==> config.mk <==
export PLATFORM = sky130hd
export DESIGN_NAME = bcd_cnt999_down
export DESIGN_NICKNAME = d
export VERILOG_FILES = /design/src/rtl/bcd_cnt999_down_pkg.sv /design/src/rtl/bcd_cnt999_down_digit_dn.sv /design/src/rtl/bcd_cnt999_down.sv
export SDC_FILE = /design/constraint.sdc
export NUM_CORES = 1
export LEC_CHECK = 0
export BUFFER_PORTS_ARGS = -buffer_cell sky130_fd_sc_hd__buf_2
export CORE_ASPECT_RATIO = 0.8
export CORE_MARGIN = 5
export CORE_UTILIZATION = 44
export CTS_CLUSTER_DIAMETER = 100
export DETAILED_ROUTE_END_ITERATION = 12
export PLACE_DENSITY = 0.74
export SLEW_MARGIN = 20
export SYNTH_ARGS = -nofsm -noshare
export SYNTH_HDL_FRONTEND = slang
export SYNTH_SLANG_ARGS = --single-unit
==> constraint.sdc <==
create_clock -name clk -period 1.55 [get_ports clk]
set_input_delay 0.155 -clock clk [delete_from_list [all_inputs] [get_ports clk]]
set_output_delay 0.155 -clock clk [all_outputs]
set_load 0.05 [all_outputs]
==> src/rtl/bcd_cnt999_down_pkg.sv <==
// Shared definitions for the three-digit BCD countdown timer.
// Holds the FSM state encoding, the BCD digit limits shared with the
// up-counter, and a helper that clamps a raw load nibble to a legal digit.
package bcd_cnt999_down_pkg;

    typedef enum logic [1:0] {
        IDLE = 2'd0,
        RUN  = 2'd1,
        DONE = 2'd2
    } state_e;

    localparam logic [3:0] BCD_MAX  = 4'd9;
    localparam logic [3:0] BCD_ZERO = 4'd0;

    // Non-BCD nibbles (A-F) are stored as 9 so the registers never hold an
    // illegal digit.
    function automatic logic [3:0] bcd_sat(input logic [3:0] d);
        return (d > BCD_MAX) ? BCD_MAX : d;
    endfunction

endpackage

==> src/rtl/bcd_cnt999_down_digit_dn.sv <==
// Single BCD digit decrement with borrow, purely combinational.
// Ports:
//   digit      - current BCD digit (0..9)
//   borrow_in  - 1 = subtract one from this digit
//   next_digit - digit after the optional subtraction
//   borrow_out - 1 when this digit wrapped 0 -> 9
module bcd_digit_dn
    import bcd_cnt999_down_pkg::*;
(
    input  logic [3:0] digit,
    input  logic       borrow_in,
    output logic [3:0] next_digit,
    output logic       borrow_out
);

    always_comb begin
        borrow_out = borrow_in && (digit == BCD_ZERO);
        if (!borrow_in) begin
            next_digit = digit;
        end else if (digit == BCD_ZERO) begin
            next_digit = BCD_MAX;
        end else begin
            next_digit = digit - 4'd1;
        end
    end

endmodule

==> src/rtl/bcd_cnt999_down.sv <==
// Three-digit BCD countdown timer (999..000) with loadable start value,
// one-cycle done pulse and optional auto-reload.
// Ports:
//   clk, rst                 - clock, synchronous active-high reset
//   load, ld_hun/ten/unit    - capture start value into count and reload regs
//   start, stop, tick        - run control and count enable
//   hun, ten, unit           - current count digits (registered)
//   busy                     - high while counting (RUN)
//   done                     - one-cycle pulse when 000 is reached
//   err                      - sticky: last load held a non-BCD digit
//
// state | meaning
// IDLE  | holding value, waiting for start
// RUN   | decrementing on each tick
// DONE  | count reached 000, single cycle
module bcd_cnt999_down
    import bcd_cnt999_down_pkg::*;
#(
    parameter int AUTO_RELOAD = 0
) (
    input  logic       clk,
    input  logic       rst,
    input  logic       load,
    input  logic [3:0] ld_hun,
    input  logic [3:0] ld_ten,
    input  logic [3:0] ld_unit,
    input  logic       start,
    input  logic       stop,
    input  logic       tick,
    output logic [3:0] hun,
    output logic [3:0] ten,
    output logic [3:0] unit,
    output logic       busy,
    output logic       done,
    output logic       err
);

    state_e     state_q, state_d;
    logic [3:0] hun_q, ten_q, unit_q;
    logic [3:0] hun_d, ten_d, unit_d;
    logic [3:0] rel_hun_q, rel_ten_q, rel_unit_q;
    logic [3:0] rel_hun_d, rel_ten_d, rel_unit_d;
    logic       err_q, err_d;
    logic       busy_q, busy_d;
    logic       done_q, done_d;

    logic [3:0] dec_hun, dec_ten, dec_unit;
    logic       b_unit, b_ten, b_hun;
    logic       cnt_zero, dec_zero, rel_zero, ld_bad;

    // Borrow chain always subtracts one at the units digit; the final borrow
    // out of the hundreds digit is therefore high exactly when the count is 000.
    bcd_digit_dn u_dig_unit (.digit(unit_q), .borrow_in(1'b1),   .next_digit(dec_unit), .borrow_out(b_unit));
    bcd_digit_dn u_dig_ten  (.digit(ten_q),  .borrow_in(b_unit), .next_digit(dec_ten),  .borrow_out(b_ten));
    bcd_digit_dn u_dig_hun  (.digit(hun_q),  .borrow_in(b_ten),  .next_digit(dec_hun),  .borrow_out(b_hun));

    assign cnt_zero = b_hun;
    assign dec_zero = (dec_hun == BCD_ZERO) && (dec_ten == BCD_ZERO) && (dec_unit == BCD_ZERO);
    assign rel_zero = (rel_hun_q == BCD_ZERO) && (rel_ten_q == BCD_ZERO) && (rel_unit_q == BCD_ZERO);
    assign ld_bad   = (ld_hun > BCD_MAX) || (ld_ten > BCD_MAX) || (ld_unit > BCD_MAX);

    always_ff @(posedge clk) begin
        if (rst) begin
            state_q    <= IDLE;
            hun_q      <= BCD_ZERO;
            ten_q      <= BCD_ZERO;
            unit_q     <= BCD_ZERO;
            rel_hun_q  <= BCD_ZERO;
            rel_ten_q  <= BCD_ZERO;
            rel_unit_q <= BCD_ZERO;
            err_q      <= 1'b0;
            busy_q     <= 1'b0;
            done_q     <= 1'b0;
        end else begin
            state_q    <= state_d;
            hun_q      <= hun_d;
            ten_q      <= ten_d;
            unit_q     <= unit_d;
            rel_hun_q  <= rel_hun_d;
            rel_ten_q  <= rel_ten_d;
            rel_unit_q <= rel_unit_d;
            err_q      <= err_d;
            busy_q     <= busy_d;
            done_q     <= done_d;
        end
    end

    // Priority below rst: load > stop > start > tick.
    always_comb begin
        state_d    = state_q;
        hun_d      = hun_q;
        ten_d      = ten_q;
        unit_d     = unit_q;
        rel_hun_d  = rel_hun_q;
        rel_ten_d  = rel_ten_q;
        rel_unit_d = rel_unit_q;
        err_d      = err_q;
        if (load) begin
            hun_d      = bcd_sat(ld_hun);
            ten_d      = bcd_sat(ld_ten);
            unit_d     = bcd_sat(ld_unit);
            rel_hun_d  = bcd_sat(ld_hun);
            rel_ten_d  = bcd_sat(ld_ten);
            rel_unit_d = bcd_sat(ld_unit);
            err_d      = ld_bad;
            state_d    = IDLE;
        end else begin
            case (state_q)
                IDLE: begin
                    // stop outranks start, so both together leave us idle.
                    if (!stop && start) begin
                        state_d = cnt_zero ? DONE : RUN;
                    end
                end
                RUN: begin
                    if (stop) begin
                        state_d = IDLE;
                    end else if (tick) begin
                        hun_d  = dec_hun;
                        ten_d  = dec_ten;
                        unit_d = dec_unit;
                        if (dec_zero) begin
                            state_d = DONE;
                        end
                    end
                end
                DONE: begin
                    if ((AUTO_RELOAD != 0) && !rel_zero) begin
                        hun_d   = rel_hun_q;
                        ten_d   = rel_ten_q;
                        unit_d  = rel_unit_q;
                        state_d = RUN;
                    end else begin
                        state_d = IDLE;
                    end
                end
                default: state_d = IDLE;
            endcase
        end
    end

    // Flags are decoded from the next state so they land in registers
    // alongside it.
    always_comb begin
        busy_d = (state_d == RUN);
        done_d = (state_d == DONE);
    end

    assign hun  = hun_q;
    assign ten  = ten_q;
    assign unit = unit_q;
    assign busy = busy_q;
    assign done = done_q;
    assign err  = err_q;

endmodule

# Yosys cells after proc, flatten, opt, wreduce, memory -nomap -nowiden
# Index checks and enable logic that the tools add are counted.
totals:
  regBits: 17
  out_inout_bits: 15
  wordCells: 62
  input_bits: 18
classes:
  n_reduce_logical: 18
  mux: 27
  eq_ne: 4
  addsub: 3
  n_lt_le_gt_ge: 3
ops:
  columns: ["op", "n"]
  rows:
  - ["4-bit two-way mux", 20]
  - ["4-bit zero test", 6]
  - ["4-bit > comparator (second input constant)", 3]
  - ["2-bit two-way mux", 6]
  - ["4-bit by 1-bit subtractor with 4-bit output (second input constant)", 3]
  - ["1-bit logical AND", 5]
  - ["2-bit by 1-bit == test with 1-bit output (second input constant)", 2]
  - ["2-bit case mux with 2 select lines", 1]
  - ["2-bit nonzero test", 2]
  - ["3-bit AND reduction", 1]
  - ["2-bit == test (second input constant)", 1]
  - ["2-bit zero test", 1]
  - ["1-bit logical OR", 2]
  - ["2-bit inequality test (second input constant)", 1]
  - ["1-bit zero test", 1]

# Longest topological paths before layout
# Gate-level depths: netlist (run 1).
depth:
  depth_word: 12
  mapped_depth: 5
  depth_no_buf: 4

# Cells and area by module
# Synthesis (run 1) repeated with hierarchy kept, for this count alone.
hier_totals:
  cells_unflattened: 125
  hier_area_um2: 1082.3
by_module_without_submodules:
  columns: ["module", "area_per_inst_um2", "seq_area_each_um2", "instances", "cells_per_inst"]
  rows:
  - ["bcd_cnt999_down", 845.8, 340.3, 1, 92]
  - ["bcd_digit_dn", 78.8, 0.0, 3, 11]

# Least setup slack after synthesis (run 1)
# OpenSTA, ideal clock, no wires.
synth_timing:
  kind: "reg2reg"
  from: "reg unit_q[0] (netlist: unit[0])"
  to: "reg ten_q[2] (netlist: ten[2])"
  arrival_ps: 1710
  path_stages_with_launch: 6
  synth_period_minus_slack_ps: 1845
  slack_ps: -295
  path_buffers: 1
  setup_time_ps: 134
  required_time_ps: 1416
  path_cell_list: "dfxtp_1 buf_6 or4_4 nor4_4 mux2i_1 a211oi_2"
synth_via:
  elab_chain_len: 6
synth_rtl:
  columns: ["element", "line", "source"]
  rows:
  - ["start, declared", "bcd_cnt999_down.sv:39", "logic [3:0] hun_q, ten_q, unit_q;"]
  - ["start signal, assigned", "bcd_cnt999_down.sv:78", "unit_q <= unit_d;"]
  - ["4-bit zero test", "bcd_cnt999_down_digit_dn.sv:17", "borrow_out = borrow_in && (digit == BCD_ZERO);"]
  - ["4-bit two-way mux", "bcd_cnt999_down_digit_dn.sv:18", "if (!borrow_in) begin"]
  - ["4-bit two-way mux", "bcd_cnt999_down.sv:118", "end else if (tick) begin"]
  - ["4-bit two-way mux", "bcd_cnt999_down.sv:116", "if (stop) begin"]
  - ["4-bit two-way mux", "bcd_cnt999_down.sv:108", "case (state_q)"]
  - ["4-bit two-way mux", "bcd_cnt999_down.sv:98", "if (load) begin"]
  - ["end signal, assigned", "bcd_cnt999_down.sv:77", "ten_q <= ten_d;"]
  - ["end, declared", "bcd_cnt999_down.sv:39", null]
# Every way passes these cells. The select of a mux whose other input is x is not followed.
# A chain may end at the register's enable or synchronous reset.

# Worst setup path after layout (run 1)
# Same ends and word-level chain as after synthesis.

==> metrics.md, run 1 <==
| Metric | Value |
|---|---|
| Internal power | 0.685 mW |
| Top-count cell post-synth | dfxtp_1 |
| TritonCTS clock tree | built |
| Core Area | approximately 2100 um2 |
| Tcrit/Tclk final | between 90% and 100% |
| Fin crit period | 1.55 ns |
| Global route hottest layer | met2 |
| Power density over the cells | 834 nW/um2 |
| Most used DFF post-synth | dfxtp_1 |
| CP Capture Type | register |
| CTS Sinks | 17 |
| Final Hold Viols | 0 |
| Vias in the first global route | 945 |
| Dominant cells by area after synthesis | dfxtp_1 35%, a21oi_1 7.3%, o21ai_0 6.2% |
| R2R setup slack | 0.003 ns |
| Net Sw Power | 0.380 mW |
| Critical Path RT | 1.71 ns |
| Cell variety after synth | 38 |
| Buffers on Ports | 32 |
| Status | finished clean |
| Antenna violations before repair | 0 |
| Clock Skew | 0.00509 ns |
| CTS buffer count | 3 |
| Via count | 1029 |
| Min-Delay Endpoint | unit[0] |
| R2R cell count | 4 |
| Net Sw Frac | between 30% and 40% |
| CP arrival | 1.71 ns |
| Largest area contributor in the netlist | dfxtp_1 |
| Largest net degree at the start of global routing | 18 |
| Final setup viols | 0 |
| Initial Util | 45.4% |
| Drt drc | 0 |
| Design area | 1280 um2 |
| Total congestion overflow | 0 |
| Type of the worst min-delay path | in -> reg |
| F_max | 0.647 GHz |
| Die extent in x | 62.3 um |
| Post-Synthesis Cells | approximately 120 |
| Total die area | between 3000 and 4000 um2 |
| Post-DP HPWL | 1.95 mm |
| CP startpoint kind | register |
| Met1 Use GR | 18.0% |
| Yosys warns | 0 |
| Dpl ws | 0.0114 ns |
| Lkg Pwr | about 0.55 nW |
| Reg2Reg Capture Point | ten[2] |
| # fillers | 192 |
| Critical path class | reg -> reg |
| CTS Buffer Depth | 2 |
| Initial DRC Count | 25 |
| Critical Path, Cell by Cell | or4_4 > nor4_4 > mux2i_1 > a211oi_2 |
| Setup ws final | 0.00334 ns |
| Worst path max stage delay | 0.56 ns |
| Hold Startpoint | ld_unit[0] |
| Post-cts hold buffer count | 0 |
| Final WL | between 2 and 3 mm |
| Diodes inserted | 0 |
| Slew headroom | 70.5% |
| IR Drop Worst-Case VDD | between 0.6 and 0.7 mV |
| Met3 usage | 5.83% |
| Cell Area, Placed | 1220 um2 |
| Avg Vias per Cell | 5.56 |
| DRT antenna net count | 0 |
| Syn nets | around 140 |
| Worst-Margin Slew | 0.438 ns |
| Root buf cell | clkbuf_4 |
| Syn avg cell area | around 8 um2 |
| Maxcap violations | 0 |
| Die Y | between 50 and 60 um |
| WL/cell | 13.9 um |
| Synth cell count leaders | 17 x dfxtp_1, 14 x a21oi_1, 12 x o21ai_0 |
| Comb pwr share | 31.9% |
| Placed Cells | 180 |
| Met2 GRT Util | between 20% and 30% |
| Area delta synth->final | 32.6% |
| Finished Layout Cells | 185 |
| Design Power | 1.07 mW |
| Seq pwr share | 45.6% |
| Async set or reset register ratio after synthesis | 0% |
| Fin Setup TNS | 0 ns |
| Flops & latches, synth | 17 |
| Slowest-stage cell, CP | or4_4 |
| Fraction of layout cells with a size suffix above 1 | between 30 and 40% |
| EDFF count, synth | 0 |
| Tot GR Track Use | 15.5% |
| I/O pin total | 33 |
| Final Slew Violations | 0 |
| H-tree Lvls | 1 |
| Clk_lat worst skew | around 0.29 ns |
| Global-route wire length before repair | roughly 4 mm |
| Hold path cells | 3 |
| # rows | 15 |
| Max FO, Critical Path | 4 |
| Clock power share | around 23% |
| Reg2Reg Launch Point | unit[0] |
| Drt pass-1 iters | 4 |
| Register area share after synthesis | 35.3% |
| Top cell type's share of synthesized area | 35.3% |
| CTS clk-pin slew, worst paths | 0.09 ns |
| Synth Cell Area | 963 um2 |
| RSZ-0062 raised after global routing | true |
| Placer congestion estimate | 0.889 |
| Fin nets | 179 |
worst max-delay path, delay by kind of cell, from the launching register on:
family             cells  cell delay, ns
muxes                  1            0.25
and+or+nand+nor        2            0.74
AOI/OAI and AO/OA      1            0.09
DFF                    1            0.35
cells in the final DEF (no fill, tap or decap), types with 2 or more instances in the layout:
cell type | Yosys | layout
nor3_1 | 3 | 3
nand3_1 | 5 | 5
inv_1 | 8 | 8
dfxtp_2 | 0 | 2
buf_4 | 0 | 13
xnor2_1 | 2 | 2
buf_2 | 1 | 32
nor4_1 | 3 | 2
mux2i_1 | 2 | 2
nand2_1 | 5 | 5
and2_1 | 2 | 2
a21oi_1 | 14 | 14
clkbuf_4 | 0 | 3
a31oi_1 | 2 | 2
nand4_1 | 2 | 2
nor2_1 | 7 | 7
o21a_1 | 2 | 2
o21ai_0 | 12 | 12
nor4_4 | 1 | 3
nand3b_1 | 2 | 2
dfxtp_1 | 17 | 14
a211oi_1 | 4 | 4
kinds of logic (layout without fill, tap and decap cells):
logic type	Yosys count	count (layout)	synth area share, %
XOR/XNOR	3	3	2.73
multiplexers	2	2	2.08
flip-flops	17	17	35.3
AND/OR/NAND/NOR	39	39	26.6
AO/OA/AOI/OAI	42	42	26.9
buffers and inverters	14	57	6.36
power groups by stage:
stage	clock network (mW)	registers [mW]	logic (mW)
floorplan	0	0.590	0.125
CTS	0.248	0.483	0.332
global placement	0	0.492	0.326
detailed placement	0	0.493	0.331
finish	0.240	0.485	0.340
global route	0.265	0.489	0.367
sequential cells by signal (all words and copies together) (netlist names):
name / flops
busy: 1
err: 1
ten: 4
unit: 4
done: 1
hun: 4
state_q: 2
metal layers:
metal	routed length (um)	vias to the layer above
li1	-	520
met4	17	0
met1	1140	477
met3	154	2
met5	0	-
met2	1250	30
area by class of cell:
| class | instances | area (um2) | area share [%] |
|---|---|---|---|
| Tap cell | 25 | 31.3 | 2.45 |
| Sequential cell | 17 | 347 | 27.1 |
| Clock buffer | 4 | 26.3 | 2.06 |
| Multi-Input combinational cell | 86 | 586 | 45.8 |
| Timing Repair Buffer | 45 | 258 | 20.2 |
| Inverter | 8 | 30.0 | 2.35 |
worst max path at each step:
stage | endpoint | startpoint
after floorplan | ten[2] | unit[0]
after global placement | ten[2] | unit[0]
after detailed placement | ten[2] | unit[0]
after CTS | ten[2] | unit[0]
after global routing | ten[2] | unit[0]
final | ten[2] | unit[0]
stage by stage:
step	hold WS (ns)	util (%)
2_1_floorplan	0.297	-
3_3_place_gp	0.413	57.5
3_5_place_dp	0.407	57.5
4_1_cts	0.0954	58.8
5_1_grt	0.115	60.2
6_report	0.113	60.2
repair_timing:
| action | in CTS | in global routing |
|---|---|---|
| endpoints found under the setup margin | 0 | 8 |
| resized for setup | 0 | 3 |
| setup buffers | 0 | 1 |
No activity file was read; power rests on OpenSTA's default activity.
==> run 2: changes to the inputs <==
--- a/config.mk
+++ b/config.mk
@@ -8,10 +8,9 @@
 export BUFFER_PORTS_ARGS = -buffer_cell sky130_fd_sc_hd__buf_2
 export CORE_ASPECT_RATIO = 0.8
 export CORE_MARGIN = 5
-export CORE_UTILIZATION = 44
-export CTS_CLUSTER_DIAMETER = 100
+export CORE_UTILIZATION = 25
+export CTS_CLUSTER_DIAMETER = 120
 export DETAILED_ROUTE_END_ITERATION = 12
-export PLACE_DENSITY = 0.74
 export SLEW_MARGIN = 20
 export SYNTH_ARGS = -nofsm -noshare
 export SYNTH_HDL_FRONTEND = slang
==> run 2 against run 1 <==
  * Non-clock buffer count unchanged
  * Sequential cell count unchanged
  * Power grew 9.3%
  * Largest power group unchanged
  * Sequential power about the same
  * Sequential share of layout area decreased by 0.97 points
==> metrics.md, run 2 (synthesized netlist as in run 1, its figures left out) <==
| Metric | Value |
|---|---|
| Post-cts hold buffer count | 0 (unchanged) |
| Clk_lat worst skew | 0.25 ns (-0.04 ns) |
| Cell Area, Placed | 1240 um2 (+1.9%) |
| R2R setup slack | 0.03 ns (+0.03 ns) |
| Drt drc | 0 (unchanged) |
| TritonCTS clock tree | built |
| Worst path max stage delay | 0.55 ns (about the same) |
| CP startpoint kind | register |
| Root buf cell | clkbuf_8 |
| CTS buffer count | 3 (unchanged) |
| DRT antenna net count | 0 (unchanged) |
| Critical Path RT | 1.67 ns (-0.04 ns) |
| Post-DP HPWL | 2.10 mm (+7.8%) |
| Power density over the cells | 878 nW/um2 (+5.3%) |
| Initial DRC Count | 39 (+56%) |
| Core Area | 3750 um2 (+77%) |
| RSZ-0062 raised after global routing | true |
| H-tree Lvls | 1 (unchanged) |
| WL/cell | 13.2 um (-4.6%) |
| Design area | 1330 um2 (+3.7%) |
| Drt pass-1 iters | 4 (unchanged) |
| Final setup viols | 0 (unchanged) |
| Via count | 1013 (-1.6%) |
| Slowest-stage cell, CP | or4_4 |
| Initial Util | 25.7% (-20 points) |
| Most common cell after layout, fill and taps aside | buf_2 |
| Final WL | 2.70 mm (+5.2%) |
| Placer congestion estimate | 0.812 (-8.7%) |
| F_max | 0.658 GHz (+1.8%) |
| Fin crit period | 1.52 ns (-0.0274 ns) |
| Total congestion overflow | 0 (unchanged) |
| Type of the worst min-delay path | in -> reg |
| Lkg Pwr | 0.551 nW (+0.95%) |
| Fin Setup TNS | 0 ns (unchanged) |
| CTS Buffer Depth | 2 (unchanged) |
| Clock Skew | 0.00367 ns (-0.00142 ns) |
| Global-route wire length before repair | 4.62 mm (+15%) |
| Final Slew Violations | 0 (unchanged) |
| CP arrival | 1.64 ns (-0.07 ns) |
| Fin nets | 179 (unchanged) |
| Avg Vias per Cell | 4.97 (-11%) |
| Critical path class | reg -> reg |
| Die extent in x | 79.4 um (+27%) |
| Final Hold Viols | 0 (unchanged) |
| Total die area | 5200 um2 (+61%) |
| WHS | 0.143 ns (+0.0305 ns) |
| IR Drop Worst-Case VDD | 0.314 mV (-49%) |
| Finished Layout Cells | 204 (+10%) |
| Largest net degree at the start of global routing | 13 (-5) |
| Vias in the first global route | 998 (+5.6%) |
| Critical Path, Cell by Cell | or4_4 > nor4_4 > mux2i_1 > a211oi_2 |
| CP Capture Type | register |
| Buffers on Ports | 32 (unchanged) |
| # rows | 20 (+5) |
| Setup ws final | 0.0307 ns (+0.0274 ns) |
| Tot GR Track Use | 11.2% (-4.3 points) |
| Max FO, Critical Path | 4 (unchanged) |
| I/O pin total | 33 (unchanged) |
| Worst-Margin Slew | 0.411 ns (-0.0266 ns) |
| CTS clk-pin slew, worst paths | 0.06 ns (-0.03 ns) |
| Area delta synth->final | 37.5% |
| Commonest non-fill, non-tap cells in the layout | 32 x buf_2, 14 x a21oi_1, 14 x dfxtp_1 |
| Placed Cells | 199 (+11%) |
| Fraction of layout cells with a size suffix above 1 | 38.1% (+0.62 points) |
| Antenna violations before repair | 0 (unchanged) |
| Tcrit/Tclk final | 98.0% (-1.8 points) |
| CTS Sinks | 17 (unchanged) |
| Maxcap violations | 0 (unchanged) |
| Status | finished clean |
| Diodes inserted | 0 (unchanged) |
| Dpl ws | 0.0184 ns (+0.00700 ns) |
| Slew headroom | 72.3% (+1.8 points) |
| Die Y | 65.5 um (+26%) |
## run 2: cell count changes in the layout (fill, tap and decap cells not counted)
cell / change
clkbuf_4: -3
clkbuf_8: +3
and3_1: -1
and3_4: +1
o21ai_0: -1
o21ai_1: +1
## run 2: final cells by class
cell class / count / area [um2]
clock buffers: 4 / 45.0
flip-flops and latches: 17 / 347
inverters: 8 / 30.0
well taps: 44 / 55.1
fillers: 400 / 2430
multi-input cells: 86 / 591
repair buffers: 45 / 258
## run 2: worst max-delay path, delay by kind of cell, from the launching register on
| family | cells | cell delay [ns] |
|---|---|---|
| muxes | 1 | 0.24 |
| AOI/OAI and AO/OA | 1 | 0.08 |
| DFF | 1 | 0.34 |
| and+or+nand+nor | 2 | 0.73 |
## run 2: repair_timing
action,4_1_cts,5_1_grt
endpoints found under the setup margin,0,8
resized for setup,0,5
buffers inserted,0,1
## run 2: path summary, 6_finish.rpt
kind               from       to  depth (start not counted)
max             unit[0]   ten[2]                          4
min          ld_unit[0]  unit[0]                          3
max reg2reg     unit[0]   ten[2]                          4
min reg2reg      hun[0]   hun[0]                          2
## run 2: per-stage QoR
stage	utilization (%)	total power, mW
2_1_floorplan	-	0.715
3_3_place_gp	33.1	0.824
3_5_place_dp	33.1	0.824
4_1_cts	34.3	1.16
5_1_grt	35.3	1.22
6_report	35.3	1.16
## run 2: per-layer routing
layer / part of all wire (%) / track usage [%]
met1: 48 / 14.6
met3: 7.1 / 4.52
met5: 0 / 0
met4: 0.93 / 2.58
met2: 43 / 17.2
## run 2: power breakdown
group / switching [mW] / internal [mW] / total (mW)
clock: 0.153 / 0.183 / 0.336
combinational: 0.221 / 0.123 / 0.343
sequential: 0.0215 / 0.463 / 0.485
==> run 3: changes to the inputs <==
--- a/config.mk
+++ b/config.mk
@@ -9,9 +9,9 @@
 export CORE_ASPECT_RATIO = 0.8
 export CORE_MARGIN = 5
 export CORE_UTILIZATION = 25
+export CTS_BUF_LIST = sky130_fd_sc_hd__clkbuf_4
 export CTS_CLUSTER_DIAMETER = 120
 export DETAILED_ROUTE_END_ITERATION = 12
-export SLEW_MARGIN = 20
 export SYNTH_ARGS = -nofsm -noshare
 export SYNTH_HDL_FRONTEND = slang
 export SYNTH_SLANG_ARGS = --single-unit
==> run 3 against run 2 <==
  * Worst hold slack got worse by 0.045 ns
  * Sequential cell count is the same
  * Register-to-register slack about the same
  * Sequential power about the same
  * Critical path depth is the same
  * Critical path type unchanged
  * Highest routed layer unchanged
==> metrics.md, run 3 (synthesized netlist as in run 1, its figures left out) <==
| Metric | Value |
|---|---|
| Slowest-stage cell, CP | or4_4 |
| WL/cell | 13.2 um (-0.11%) |
| Post-DP HPWL | 2.10 mm (unchanged) |
| # fillers | 402 (+0.50%) |
| Worst-Margin Slew | 0.409 ns (-0.00234 ns) |
| Die Y | 65.5 um (unchanged) |
| Area delta synth->final | 36.0% |
| CP Capture Type | register |
| Vias in the first global route | 997 (-0.10%) |
| Reg2Reg Launch Point | unit[0] |
| IR Drop Worst-Case VDD | 0.238 mV (-24%) |
| Status | finished clean |
| Lkg Pwr | 0.546 nW (-0.79%) |
| H-tree Lvls | 1 (unchanged) |
| R2R cell count | 4 (unchanged) |
| Area occupied by multi-input gates | 591 um2 (unchanged) |
| Diodes inserted | 0 (unchanged) |
| Root buf cell | clkbuf_4 |
| Placed Cells | 199 (unchanged) |
| Hold Startpoint | ld_unit[0] |
| Post-Route Utilization | 34.9% (-0.40 points) |
| Avg Vias per Cell | 5.00 (+0.69%) |
| Maxcap violations | 0 (unchanged) |
| Fraction of layout cells with a size suffix above 1 | 38.8% (+0.63 points) |
| Initial DRC Count | 35 (-10%) |
| Fin nets | 179 (unchanged) |
| Finished Layout Cells | 204 (unchanged) |
| F_max | 0.656 GHz (-0.32%) |
| Slew headroom | 72.5% (+0.16 points) |
| Die extent in x | 79.4 um (unchanged) |
| Critical Path, Cell by Cell | or4_4 > nor4_4 > mux2i_1 > a211oi_2 |
| Placer congestion estimate | 0.812 (unchanged) |
| Total die area | 5200 um2 (unchanged) |
| CTS Buffer Depth | 2 (unchanged) |
| CP arrival | 1.70 ns (+0.06 ns) |
| Initial Util | 25.7% (unchanged) |
| Final Hold Viols | 0 (unchanged) |
| Design Power | 1.09 mW (-6.5%) |
| WP buf/inv | 0 (unchanged) |
| Via count | 1020 (+0.69%) |
| Global-route wire length before repair | 4.62 mm (-0.15%) |
| Antenna violations before repair | 0 (unchanged) |
| Tot GR Track Use | 11.2% (-0.029 points) |
| Critical path class | reg -> reg |
| I/O pin total | 33 (unchanged) |
| Worst path max stage delay | 0.55 ns (about the same) |
| Largest net degree at the start of global routing | 13 (unchanged) |
| Total congestion overflow | 0 (unchanged) |
| CTS buffer count | 3 (unchanged) |
| Power density over the cells | 831 nW/um2 (-5.4%) |
| Final WL | 2.70 mm (-0.11%) |
| # rows | 20 (unchanged) |
| Min-Delay Endpoint | unit[0] |
| Critical Path RT | 1.72 ns (+0.05 ns) |
| Drt pass-1 iters | 4 (unchanged) |
| CTS Sinks | 17 (unchanged) |
| Reg2Reg Capture Point | ten[2] |
| Final setup viols | 0 (unchanged) |
| CTS clk-pin slew, worst paths | 0.09 ns (+0.03 ns) |
| Core Area | 3750 um2 (unchanged) |
| Hold path cells | 3 (unchanged) |
| Buffers on Ports | 32 (unchanged) |
| Type of the worst min-delay path | in -> reg |
| Commonest non-fill, non-tap cells in the layout | 32 x buf_2, 14 x a21oi_1, 14 x dfxtp_1 |
| Tcrit/Tclk final | 98.3% (+0.31 points) |
| Fin crit period | 1.52 ns (+0.00485 ns) |
| TritonCTS clock tree | built |
| Max FO, Critical Path | 4 (unchanged) |
| R2R setup slack | 0.03 ns (about the same) |
| RSZ-0062 raised after global routing | true |
| Most common cell after layout, fill and taps aside | buf_2 |
| Dpl ws | 0.0184 ns (unchanged) |
| CP delay by family, top | simple AND/OR/NAND/NOR gates |
| DRT antenna net count | 0 (unchanged) |
| Clock Skew | 0.00496 ns (+0.00129 ns) |
| Setup ws final | 0.0258 ns (-0.00485 ns) |
| CP startpoint kind | register |
| Reg area | 347 um2 (unchanged) |
| Drt drc | 0 (unchanged) |
| Final Slew Violations | 0 (unchanged) |
| Fin Setup TNS | 0 ns (unchanged) |
| Clk_lat worst skew | 0.30 ns (+0.05 ns) |
==> run 3: cell count changes in the layout (fill, tap and decap cells not counted) <==
cell / delta
clkbuf_4: +4
clkbuf_8: -3
clkbuf_1: -1
==> run 3: tightest hold or removal path: cells and delay by family <==
family	cells	cell delay, ns
compound gates	1	0.05
buf+inv	1	0.08
simple gates	1	0.08
==> run 3: per-layer routing <==
| layer | vias up | track usage [%] | share of wire, % |
|---|---|---|---|
| li1 | 526 | - | - |
| met1 | 463 | 14.5 | 49 |
| met2 | 26 | 17.2 | 43 |
| met3 | 5 | 4.52 | 7.4 |
| met4 | 0 | 2.58 | 0.93 |
| met5 | - | 0 | 0 |
==> run 3: power by group <==
part / internal (mW) / switching (mW) / leakage, nW
Sequential: 0.463 / 0.0219 / 0.142
Clock: 0.118 / 0.143 / 0.0184
Combinational: 0.123 / 0.220 / 0.386
==> run 3: how the worst max path moves through the flow <==
stage / start / end / slack (ns) / cells after the start
detailed placement: unit[0] / ten[2] / 0.02 / 4
finish: unit[0] / ten[2] / 0.03 / 4
floorplan: unit[0] / ten[2] / -0.15 / 5
global placement: unit[0] / ten[2] / 0.02 / 4
global route: unit[3] / ten[2] / -0.07 / 4
CTS: unit[0] / ten[2] / 0.004 / 4
==> run 3: cell type report <==
class | instances | share of cell area (%)
sequential | 17 | 26.5
multi-input combinational | 86 | 45.1
clock buffer | 4 | 2.29
inverter | 8 | 2.29
tap | 44 | 4.20
timing repair buffer | 45 | 19.7
==> run 3: through the flow <==
| step | hold WS, ns | area [um2] |
|---|---|---|
| 2_1_floorplan | 0.297 | 970 |
| 3_3_place_gp | 0.429 | 1240 |
| 3_5_place_dp | 0.403 | 1240 |
| 4_1_cts | 0.0871 | 1270 |
| 5_1_grt | 0.124 | 1310 |
| 6_report | 0.0987 | 1310 |
==> run 3: repair_timing <==
item	4_1_cts	5_1_grt
hold buffers	0	0
resized for setup	0	5
buffers inserted	0	1
endpoints found under the setup margin	0	8
